==> config.mk <==
export PLATFORM = sky130hd
export DESIGN_NAME = ram_exerciser
export DESIGN_NICKNAME = d
export VERILOG_FILES = /design/src/rtl/ram_exerciser.sv
export SDC_FILE = /design/constraint.sdc
export NUM_CORES = 1
export LEC_CHECK = 0
export CAP_MARGIN = 20
export CORE_ASPECT_RATIO = 1.25
export CORE_MARGIN = 2
export CORE_UTILIZATION = 45
export DETAILED_ROUTE_END_ITERATION = 7
export HOLD_SLACK_MARGIN = 0.1
export PLACE_DENSITY = 0.75
export SETUP_SLACK_MARGIN = 0.15
export SYNTH_ARGS = -nofsm -noshare
export SYNTH_HDL_FRONTEND = slang
export SYNTH_SLANG_ARGS = --single-unit
==> constraint.sdc <==
create_clock -name clk -period 2.1 [get_ports clk]
set_input_delay 0.63 -clock clk [delete_from_list [all_inputs] [get_ports clk]]
set_output_delay 0.63 -clock clk [all_outputs]
set_load 0.05 [all_outputs]
==> src/rtl/ram_exerciser.sv <==
// ram_exerciser: DEPTH x DW synchronous RAM with manual read/write pointers plus an
// automatic FILL/VERIFY sequencer. Optional macro RAM_EXERCISER_ERR_INJECT_EN adds inj_err.
module ram_exerciser #(
  parameter int DW      = 8,
  parameter int AW      = 4,
  parameter int PAT_INC = 1
) (
  input  logic          clk,
  input  logic          clr_n,
`ifdef RAM_EXERCISER_ERR_INJECT_EN
  input  logic          inj_err,
`endif
  input  logic          wea,
  input  logic          rd_step,
  input  logic          wr_step,
  input  logic          auto_start,
  input  logic          auto_mode,
  output logic [AW-1:0] rd_addr,
  output logic [AW-1:0] wr_addr,
  output logic [DW-1:0] rd_data,
  output logic          rd_valid,
  output logic          busy,
  output logic          done,
  output logic [AW:0]   err_cnt,
  output logic          err_flag,
  output logic [2:0]    state_dbg
);

  localparam int DEPTH = 2 ** AW;
  localparam logic [DW-1:0] INC = DW'(PAT_INC);

  typedef enum logic [2:0] {
    S_IDLE   = 3'd0,
    S_FILL   = 3'd1,
    S_VERIFY = 3'd2,
    S_FLUSH  = 3'd3,
    S_DONE   = 3'd4
  } state_t;

  state_t        state;
  logic [AW-1:0] rd_ptr;
  logic [AW-1:0] wr_ptr;
  logic [AW-1:0] vidx;
  logic [DW-1:0] pat;
  logic [DW-1:0] exp_base;
  logic [DW-1:0] chk_pat;
  logic [DW-1:0] cmp_exp;
  logic          cmp_pend;
  logic [DW-1:0] ram_q;
  logic [DW-1:0] mem [DEPTH];

  logic          we;
  logic          re;
  logic [AW-1:0] waddr;
  logic [AW-1:0] raddr;
  logic [DW-1:0] wdata;
  logic          inj_bit;

`ifdef RAM_EXERCISER_ERR_INJECT_EN
  assign inj_bit = inj_err;
`else
  assign inj_bit = 1'b0;
`endif

  // Step and start inputs are single-cycle pulses sampled on the rising edge; they act
  // only in IDLE, where auto_start wins over steps and a step acts only if it matches wea.
  always_comb begin
    we    = 1'b0;
    re    = 1'b0;
    waddr = wr_ptr;
    raddr = rd_ptr;
    wdata = pat;
    case (state)
      S_IDLE: begin
        if (!auto_start) begin
          we = wea && wr_step;
          re = !wea && rd_step;
        end
      end
      S_FILL: begin
        we    = 1'b1;
        wdata = pat ^ {{(DW-1){1'b0}}, inj_bit};
      end
      S_VERIFY: begin
        re    = 1'b1;
        raddr = vidx;
      end
      default: ;
    endcase
  end

  // RAM array is deliberately not reset; the read register gives old data on collision.
  always_ff @(posedge clk) begin
    if (we) mem[waddr] <= wdata;
  end

  always_ff @(posedge clk or negedge clr_n) begin
    if (!clr_n) begin
      state    <= S_IDLE;
      rd_ptr   <= '0;
      wr_ptr   <= '0;
      vidx     <= '0;
      pat      <= '0;
      exp_base <= '0;
      chk_pat  <= '0;
      cmp_exp  <= '0;
      cmp_pend <= 1'b0;
      ram_q    <= '0;
      rd_valid <= 1'b0;
      busy     <= 1'b0;
      done     <= 1'b0;
      err_cnt  <= '0;
    end else begin
      rd_valid <= 1'b0;
      done     <= 1'b0;
      if (re) ram_q <= mem[raddr];
      if (cmp_pend && (ram_q != cmp_exp) && (err_cnt != '1)) err_cnt <= err_cnt + (AW+1)'(1);
      case (state)
        S_IDLE: begin
          if (auto_start) begin
            busy <= 1'b1;
            if (auto_mode) begin
              state   <= S_VERIFY;
              vidx    <= '0;
              chk_pat <= exp_base;
              err_cnt <= '0;
            end else begin
              state    <= S_FILL;
              exp_base <= pat;
              wr_ptr   <= '0;
            end
          end else if (wea && wr_step) begin
            wr_ptr <= wr_ptr + AW'(1);
            pat    <= pat + INC;
          end else if (!wea && rd_step) begin
            rd_ptr   <= rd_ptr + AW'(1);
            rd_valid <= 1'b1;
          end
        end
        // wr_ptr walks the array and wraps back to 0; pat ends at exp_base + DEPTH*INC.
        S_FILL: begin
          wr_ptr <= wr_ptr + AW'(1);
          pat    <= pat + INC;
          if (&wr_ptr) begin
            state <= S_DONE;
            busy  <= 1'b0;
            done  <= 1'b1;
          end
        end
        S_VERIFY: begin
          vidx     <= vidx + AW'(1);
          cmp_exp  <= chk_pat;
          chk_pat  <= chk_pat + INC;
          cmp_pend <= 1'b1;
          if (&vidx) state <= S_FLUSH;
        end
        S_FLUSH: begin
          cmp_pend <= 1'b0;
          state    <= S_DONE;
          busy     <= 1'b0;
          done     <= 1'b1;
        end
        S_DONE:  state <= S_IDLE;
        default: state <= S_IDLE;
      endcase
    end
  end

  assign rd_addr   = rd_ptr;
  assign wr_addr   = wr_ptr;
  assign rd_data   = ram_q;
  assign err_flag  = (err_cnt != '0);
  assign state_dbg = state;

endmodule
[Word-level counts from Yosys, hierarchy flattened]
Memories as Yosys holds them, arrays and structs flattened. A register that Yosys moved wholly into a read port is not among the register bits.
Cells that the tools add are included.
Storage, ports and cells
  bits in registers: 56
  bits in writable memories: 128
  input port bits: 7
  output and inout port bits: 28
  word-level logic and storage cells: 96
  memories kept: 1
Cells by class
  $add $sub $neg: 6
  equal/unequal tests: 13
  mux-type cells: 39
  bitwise logic cells: 3
  reductions and logical operators: 21
Memory list
  mem: depth 16, bits a word 8, read ports 1, clocked after memory_dff 1, write ports 1, RTL line 50  | logic [DW-1:0] mem [DEPTH];
Operators by type and width (number)
  8-bit two-way mux: 4
  8-bit one-hot mux with 2 select lines: 2
  4-bit two-way mux: 6
  5-bit two-way mux: 4
  3-bit AND reduction: 6
  8-bit by 1-bit adder with 8-bit output, second input constant: 2
  4-bit one-hot mux with 2 select lines: 2
  4-bit by 1-bit adder with 4-bit output, second input constant: 3
  2-bit != test, second input constant: 6
  3-bit one-hot mux with 4 select lines: 1
  4-bit AND reduction: 3
  1-bit two-way mux: 11
  3-bit two-way mux: 3
  8-bit != test: 1
  1-bit one-hot mux with 2 select lines: 4
  3-bit by 2-bit equality test with 1-bit output, second input constant: 2
  3-bit != test, second input constant: 2
  2-bit nonzero test: 3
  5-bit by 1-bit adder with 5-bit output, second input constant: 1
  5-bit != test, second input constant: 1
  5-bit nonzero test: 1
  1-bit logical AND: 4
  3-bit by 1-bit equality test with 1-bit output, second input constant: 1
  3-bit zero test: 1
  other kinds (5): 8

[Longest topological paths before layout]
Gate-level depths: netlist (run 1).
  word-level depth: 7
  mapped depth: 8
  gate-level depth less buffers: 7

[Worst setup path before layout (run 1)]
No wires, ideal clock.
  path type: register to register
  from: register state[1], in the netlist state_dbg[1]
  to: memory mem[0][0], enable pin
  setup time: 0.398 ns
  data arrival time: 2.254 ns
  required time: 1.702 ns
  slack: -0.552 ns
  cell stages (with the launch flop): 5
  path buffers: 1
  clock period less this slack: 2.652 ns
  path through: dfrtp_1 > buf_4 > nor2_1 > o21ai_1 > nor4b_1
On the way
  longest elaborated chain between the ends: 4
  elaborated cells on any way between the ends: 5
  classes of those cells: eq/ne (1); mux (3); reduce/logical (1)
Ends and longest elaborated chain
  start: declaration: RTL line 40  | state_t state;
  start signal: assignment: RTL line 99  | state <= S_IDLE;
  start signal: assignment: RTL line 123  | state <= S_VERIFY;
  start signal: assignment: RTL line 128  | state <= S_FILL;
  3-bit by 1-bit equality test with 1-bit output or 3-bit zero test (tied branches): RTL line 73  | case (state)
  1-bit one-hot mux with 2 select lines (*): RTL line 73
  1-bit two-way mux (*): RTL line 94  | if (we) mem[waddr] <= wdata;
  1-bit two-way mux (not written as such) (*): RTL line 94
  end: declaration: RTL line 50
Mark *: on every way between the ends. The rest lies on a longest branch, timed or not.

[Final worst setup path (run 1)]
  from: register err_cnt[1]
  to: output err_flag
On the way
  longest elaborated chain between the ends: 1
Ends and longest elaborated chain
  start: declaration: RTL line 24  | output logic [AW:0] err_cnt,
  start signal: assignment: RTL line 117  | if (cmp_pend && (ram_q != cmp_exp) && (err_cnt != '1)) err_cnt <= err_cnt + (AW+1)'(1);
  5-bit nonzero test: RTL line 172  | assign err_flag = (err_cnt != '0);
  end: declaration: RTL line 25  | output logic err_flag,
No other way between the ends.

==> metrics.md, run 1 <==
| Metric | Value |
|---|---|
| Unique masters post-synth | `63` |
| Via-to-Cell Ratio | `a little under 6` |
| Met2 Use GR | `between 40% and 50%` |
| Arrival time at the worst endpoint | `between 1500 and 2000 ps` |
| Combinational share of power | `48.3%` |
| Largest area contributor in the netlist | `sky130_fd_sc_hd__edfxtp_1` |
| Initial antenna violation count | `0` |
| Yosys warnings | `0` |
| Final setup violating endpoints | `9` |
| Number of global-route vias before repair | `6052` |
| Gpl congestion | `0.989` |
| Total routing resource utilization after global routing | `23.1%` |
| Met3 track utilization from global routing | `under 10%` |
| Number of standard cells after synthesis | `620` |
| Max Clock Skew | `approximately 7.1 ps` |
| Area Overhead vs Synth | `28.7%` |
| Latest clock arrival within the worst-skew pair | `approximately 440 ps` |
| Net total in the final layout | `782` |
| Relative slew margins | `51.5%` |
| Starting density of the core | `46.2%` |
| Share of synthesized area occupied by flip-flops and latches | `about 65%` |
| Number of hold buffers added after CTS | `0` |
| GRT met1 Usage | `between 20% and 30%` |
| Internal power of the cells | `10300 uW` |
| Post-synthesis average cell area | `roughly 14 um2` |
| Highest-delay cell along the critical path | `sky130_fd_sc_hd__or4b_4` |
| Result of the run | `finished, violations left` |
| Count of boundary I/O pins | `35` |
| Area share of the largest cell type after synthesis | `45.8%` |
| Number of vias in the routed layout | `5911` |
| Total power after layout | `17100 uW` |
| Sequential cell fraction of total power | `between 30% and 40%` |
| TritonCTS clock tree | `done` |
| CP Capture Type | `output port` |
| Largest net degree at the start of global routing | `44` |
| Final period util | `109%` |
| Area of combinational cells with multiple inputs | `~3000 um2` |
| Switching pwr | `just under 7000 uW` |
| Power density normalized to cell area | `between 1500 and 2000 nW/um2` |
| Number of CTS-inserted buffers | `17` |
| Antenna cell count | `0` |
| Number of nets produced by synthesis | `638` |
| Number of enable flip-flop cells after synthesis | `128` |
| Hold Vio Cnt, Final | `0` |
| Post-DR wirelength/cell | `about 22 um` |
| Total wire length after detailed routing | `22200 um` |
| Most Used Layer, Global Route | `met2` |
| # rows | `55` |
| Synthesis-stage register bit count | `~190` |
| Failing checks | `setup timing` |
| Detailed router's first-iteration violation count | `about 520` |
| Slew of the pin with the lowest slew margin | `between 700 and 800 ps` |
| Cells traversed along the worst timing path | `inv_2 -> ha_4 -> or4b_4 -> buf_8` |
| Sequential Area | `around 5500 um2` |
| Synthesized cell area | `approximately 8400 um2` |
| Share of layout cells above drive strength 1 | `roughly 33%` |
| Pre-CTS setup slack | `-562 ps` |
| TritonCTS Sinks | `192` |
| Number of buffers added on ports | `34` |
| Sum Neg Setup Slack | `-1260 ps` |
| Type of the worst min-delay path | `primary input to asynchronous set/reset pin` |
| Grt total ovfl | `0` |
| Slowest Stage Delay on Critical Path | `roughly 450 ps` |
| Placed wire-length estimate | `~16000 um` |
| Top area cells in the synthesized netlist | `sky130_fd_sc_hd__edfxtp_1, sky130_fd_sc_hd__dfrtp_1, sky130_fd_sc_hd__nand2_1` |
| Number of fill cells in the layout | `about 1400` |
| Die H | `between 150 and 200 um` |
| Delay-heaviest family, CP | `simple AND/OR/NAND/NOR gates` |
| Floorplan die width | `about 130 um` |
| Clock input transition at the sequential cells of the worst setup and hold paths | `around 70 ps` |
| Post-route ant nets | `0` |
| Count leader, synth | `sky130_fd_sc_hd__edfxtp_1` |
| Main flop type after synthesis | `sky130_fd_sc_hd__edfxtp_1` |
| List of most frequent post-synthesis cells | `sky130_fd_sc_hd__edfxtp_1, sky130_fd_sc_hd__nand2_1, sky130_fd_sc_hd__dfrtp_1` |
| DP Area | `roughly 9800 um2` |
| Wire length of the first global-routing pass | `34500 um` |
| Switching Share | `about two fifths` |
| Worst voltage drop across the vdd grid | `slightly below 0.9 mV` |
| Required time worst endpoint | `around 1500 ps` |
| Count of buffer and inverter cells on the critical path | `2` |
| CP Max Fanout | `2` |
| Type of the worst setup path | `flip-flop to output port` |
| Startpoint Class | `flip-flop` |
| Least setup slack across all paths after layout | `-185 ps` |
| CTS Root Cell | `sky130_fd_sc_hd__clkbuf_16` |
| Final worst path period need | `between 2000 and 2500 ps` |
| Router iterations before antenna repair | `5` |
| Slew Limit Fails | `0` |
| H-tree level count | `4` |
| Clock network fraction of design power | `between 10% and 20%` |
| CTS max path bufs | `2` |
| Fmax | `between 400 and 500 MHz` |
| Core footprint | `roughly 18000 um2` |
| Final Instance Area | `approximately 11000 um2` |
| Setup repair after global routing missed its margin | `yes` |
| Remaining routing DRC violations | `0` |
| Final design utilization | `between 50% and 60%` |
| Die outline area | `between 15000 and 20000 um2` |
| Share of synthesized registers carrying an async set or reset | `between 30% and 40%` |
| Maximum capacitance violations | `0` |
| Static Leak | `0.00434 uW` |
cells in the final DEF, fill, tap and decap left out, drive strengths merged, types with 3 or more instances in the layout:
master        count
a211o             6
a211oi           13
a21oi            29
a221o             7
a221oi           13
a311o             3
a32oi             3
and2             18
and3             13
and4              4
buf             154
clkbuf           23
clkinvlp          4
dfrtp            64
dlymetal6s2s      3
edfxtp          128
ha               11
inv              17
mux2              9
mux2i            13
mux4             11
nand2            81
nand2b            3
nand3            12
nand4            10
nor2             26
nor4b             5
o211a             8
o21ai            18
o22ai             3
o31a              5
xnor2            13
xor2             11
sequential cells by signal, summed over array words and instances, names as in the netlist:
name	cells
err_cnt	5
exp_base	8
rd_data	8
rd_addr	4
cmp_exp	8
mem	128
cmp_pend	1
done	1
busy	1
wr_addr	4
pat	8
vidx	4
state_dbg	3
rd_valid	1
chk_pat	8
through the flow:
| stage | hold WS (ps) | std cells |
|---|---|---|
| after floorplan | 334 | 620 |
| after global placement | 480 | 956 |
| after detailed placement | 484 | 956 |
| after CTS | 103 | 1002 |
| after global routing | 124 | 1005 |
| final | 103 | 1005 |
logic make-up after synthesis:
logic type | count (synthesis) | share of synthesized area (%)
AOI/OAI and AO/OA | 124 | 11.1
xor gates and xnor gates | 24 | 2.50
adders and majority gates | 11 | 1.64
buffers and inverters | 48 | 2.85
DFF | 192 | 64.8
muxes | 33 | 5.71
and+or+nand+nor | 188 | 11.4
power by group through the flow:
stage	combinational (uW)	sequential (uW)	clock, uW
floorplan	3600	6420	0
global placement	6960	5800	0
detailed placement	7190	5850	0
CTS	7930	5770	3070
global route	8750	5880	3200
finish	8250	5790	3040
worst paths after layout:
path / from / endpoint / slack (ps) / depth (start not counted)
worst max register to register: state_dbg[2] / rd_data[4] / -160 / 7
max in group asynchronous: clr_n / state_dbg[1] / 1450 / 2
min in group clk: cmp_exp[5] / cmp_exp[5] / 500 / 2
worst min register to register: cmp_exp[5] / cmp_exp[5] / 500 / 2
worst min-delay path: clr_n / rd_addr[0] / 100 / 1
worst max-delay path: err_cnt[1] / err_flag / -180 / 4
timing repair:
item                       CTS  global route
setup endpoints to repair  142           132
pin swaps                   11             6
resized for setup           60            28
setup buffers               14             3
layer usage:
layer / vias up / wire, um
li1: 2636 / -
met1: 2985 / 8450
met2: 234 / 11500
met3: 56 / 1260
met4: 0 / 979
met5: - / 0
layout make-up:
type	instances	area share, %
flip-flops and latches	192	50.5
multi-input cells	380	28.0
repair buffers	159	13.3
clock buffers	23	4.42
well taps	228	2.64
clock inverters	9	0.683
inverters	14	0.486
Note: power is estimated with default switching activity, not from simulation.
==> run 2, diff against run 1 <==
--- a/config.mk
+++ b/config.mk
@@ -13,6 +13,7 @@
 export HOLD_SLACK_MARGIN = 0.1
 export PLACE_DENSITY = 0.75
 export SETUP_SLACK_MARGIN = 0.15
+export SKIP_LAST_GASP = 1
 export SYNTH_ARGS = -nofsm -noshare
 export SYNTH_HDL_FRONTEND = slang
 export SYNTH_SLANG_ARGS = --single-unit
==> metrics.md, run 2 (same netlist as run 1, synthesis figures left out) <==
| Metric | Value |
|---|---|
| Result of the run | `finished, violations left` |
| Failing checks | `setup timing` |
| Grt total ovfl | `0` |
| CTS Root Cell | `sky130_fd_sc_hd__clkbuf_16` |
| Detailed router's first-iteration violation count | `approximately 560` |
| Number of vias in the routed layout | `approximately 5900` |
| Clock input transition at the sequential cells of the worst setup and hold paths | `70 ps` |
| H-tree level count | `4` |
| Final setup violating endpoints | `9` |
| Net total in the final layout | `~790` |
| CP Capture Type | `output port` |
| Required time worst endpoint | `1470 ps` |
| Type of the worst setup path | `flip-flop to output port` |
| Number of global-route vias before repair | `about 6000` |
| Number of flip-flops under the largest register name | `~130` |
| Remaining routing DRC violations | `0` |
| Slew Limit Fails | `0` |
| TritonCTS clock tree | `done` |
| Share of layout cells above drive strength 1 | `34.5%` |
| Pre-CTS setup slack | `-562 ps` |
| Hold Vio Cnt, Final | `0` |
| Wire length of the first global-routing pass | `34300 um` |
| Max Clock Skew | `about 7.2 ps` |
| Maximum capacitance violations | `0` |
| Register-to-register path setup slack | `-170 ps` |
| Latest clock arrival within the worst-skew pair | `~440 ps` |
| Post-route ant nets | `0` |
| Placed wire-length estimate | `approximately 16000 um` |
| Commonest cells after routing, fill and taps aside | `sky130_fd_sc_hd__edfxtp_1, sky130_fd_sc_hd__buf_4, sky130_fd_sc_hd__nand2_1` |
| Most common cell after layout, fill and taps aside | `sky130_fd_sc_hd__edfxtp_1` |
| Placed cell count | `between 900 and 1000` |
| Die H | `around 160 um` |
| Final cell count without fillers | `around 1000` |
| Final worst path period need | `between 2000 and 2500 ps` |
| # rows | `55` |
| Largest net degree at the start of global routing | `44` |
| CP Max Fanout | `2` |
| Starting density of the core | `about 46%` |
| Router iterations before antenna repair | `5` |
| Register with the most flip-flops | `mem` |
| Power density normalized to cell area | `between 1500 and 2000 nW/um2` |
| Highest-delay cell along the critical path | `sky130_fd_sc_hd__or4b_4` |
| Startpoint Class | `flip-flop` |
| Total wire length after detailed routing | `approximately 22000 um` |
| Number of hold buffers added after CTS | `0` |
| Type of the worst min-delay path | `primary input to asynchronous set/reset pin` |
| Post-DR wirelength/cell | `about 22 um` |
| Setup repair after global routing missed its margin | `yes` |
| Total routing resource utilization after global routing | `23.0%` |
| Arrival time at the worst endpoint | `1660 ps` |
| Floorplan die width | `around 130 um` |
| Count of boundary I/O pins | `35` |
| Final period util | `109%` |
| Fmax | `around 440 MHz` |
| Static Leak | `between 0.004 and 0.005 uW` |
| Critical Path Source | `err_cnt[1]` |
| Slowest Stage Delay on Critical Path | `between 400 and 500 ps` |
| Initial antenna violation count | `0` |
| Cells traversed along the worst timing path | `inv_2 -> ha_4 -> or4b_4 -> buf_8` |
| Via-to-Cell Ratio | `5.84` |
| Die outline area | `~20000 um2` |
| Worst voltage drop across the vdd grid | `0.881 mV` |
| Number of buffers added on ports | `34` |
| Least setup slack across all paths after layout | `-187 ps` |
| Slew of the pin with the lowest slew margin | `744 ps` |
| Start of the worst register-to-register path | `state_dbg[2]` |
| Core footprint | `between 15000 and 20000 um2` |
| Area Overhead vs Synth | `29.5%` |
| Relative slew margins | `between 50% and 60%` |
| Gpl congestion | `0.989` |
| Antenna cell count | `0` |
| Number of CTS-inserted buffers | `17` |
| CTS max path bufs | `2` |
| TritonCTS Sinks | `192` |
## run 2: cell count changes in the layout (fill, tap and decap cells not counted), sizes merged
| cell | previous run | this run |
|---|---|---|
| dlymetal6s2s | 3 | 1 |
| buf | 154 | 157 |
| clkdlybuf4s50 | 2 | 4 |
## run 2: cell type report
class                           count  area, um2
Multi-Input combinational cell    380       3060
Tap cell                          228        285
Timing Repair Buffer              162       1480
Fill cell                        1338       7290
Sequential cell                   192       5450
Clock inverter                      9       73.8
Clock buffer                       23        478
Inverter                           14       52.6
## run 2: final timing paths
check | end | depth (start not counted)
max | err_flag | 4
max in group asynchronous | state_dbg[1] | 2
min reg2reg | cmp_exp[5] | 2
max reg2reg | rd_data[4] | 7
min | wr_addr[0] | 1
min in group clk | cmp_exp[5] | 2
## run 2: per-layer routing
| layer | track usage [%] | wire length [um] | up-vias |
|---|---|---|---|
| met1 | 27.3 | 8560 | 2972 |
| met2 | 40.6 | 11400 | 212 |
| met5 | 0 | 0 | - |
| met3 | 3.69 | 1040 | 56 |
| li1 | - | - | 2643 |
| met4 | 11.8 | 1040 | 0 |
## run 2: stage by stage
step	hold slack (ps)	total power, uW	area [um2]	utilization (%)	TNS (ps)
global route	124	17900	10900	59.9	-1640
floorplan	334	10000	8510	-	-412
global placement	480	12800	9760	53.7	-49700
detailed placement	484	13000	9760	53.7	-57050
finish	104	17100	10900	59.9	-1220
CTS	103	16700	10600	58.6	-933
## run 2: worst max-delay path, delay by kind of cell (launching register included)
kind	cells	cell delay, ps
adders and majority gates	1	110
buffers and inverters	2	240
DFF	1	420
and+or+nand+nor	1	450
## run 2: timing repair
| action | 4_1_cts | 5_1_grt |
|---|---|---|
| resized for setup | 54 | 44 |
| pin swaps | 10 | 17 |
| setup buffers | 14 | 6 |
| setup endpoints to repair | 142 | 119 |
## run 2: power by group
part           internal (uW)  total, uW  leakage (uW)  switching [uW]
logic                   3670       8300       0.00206            4630
clock network           1620       3030      0.000257            1410
registers               5020       5790       0.00201             774
total                  10300      17100       0.00433            6810
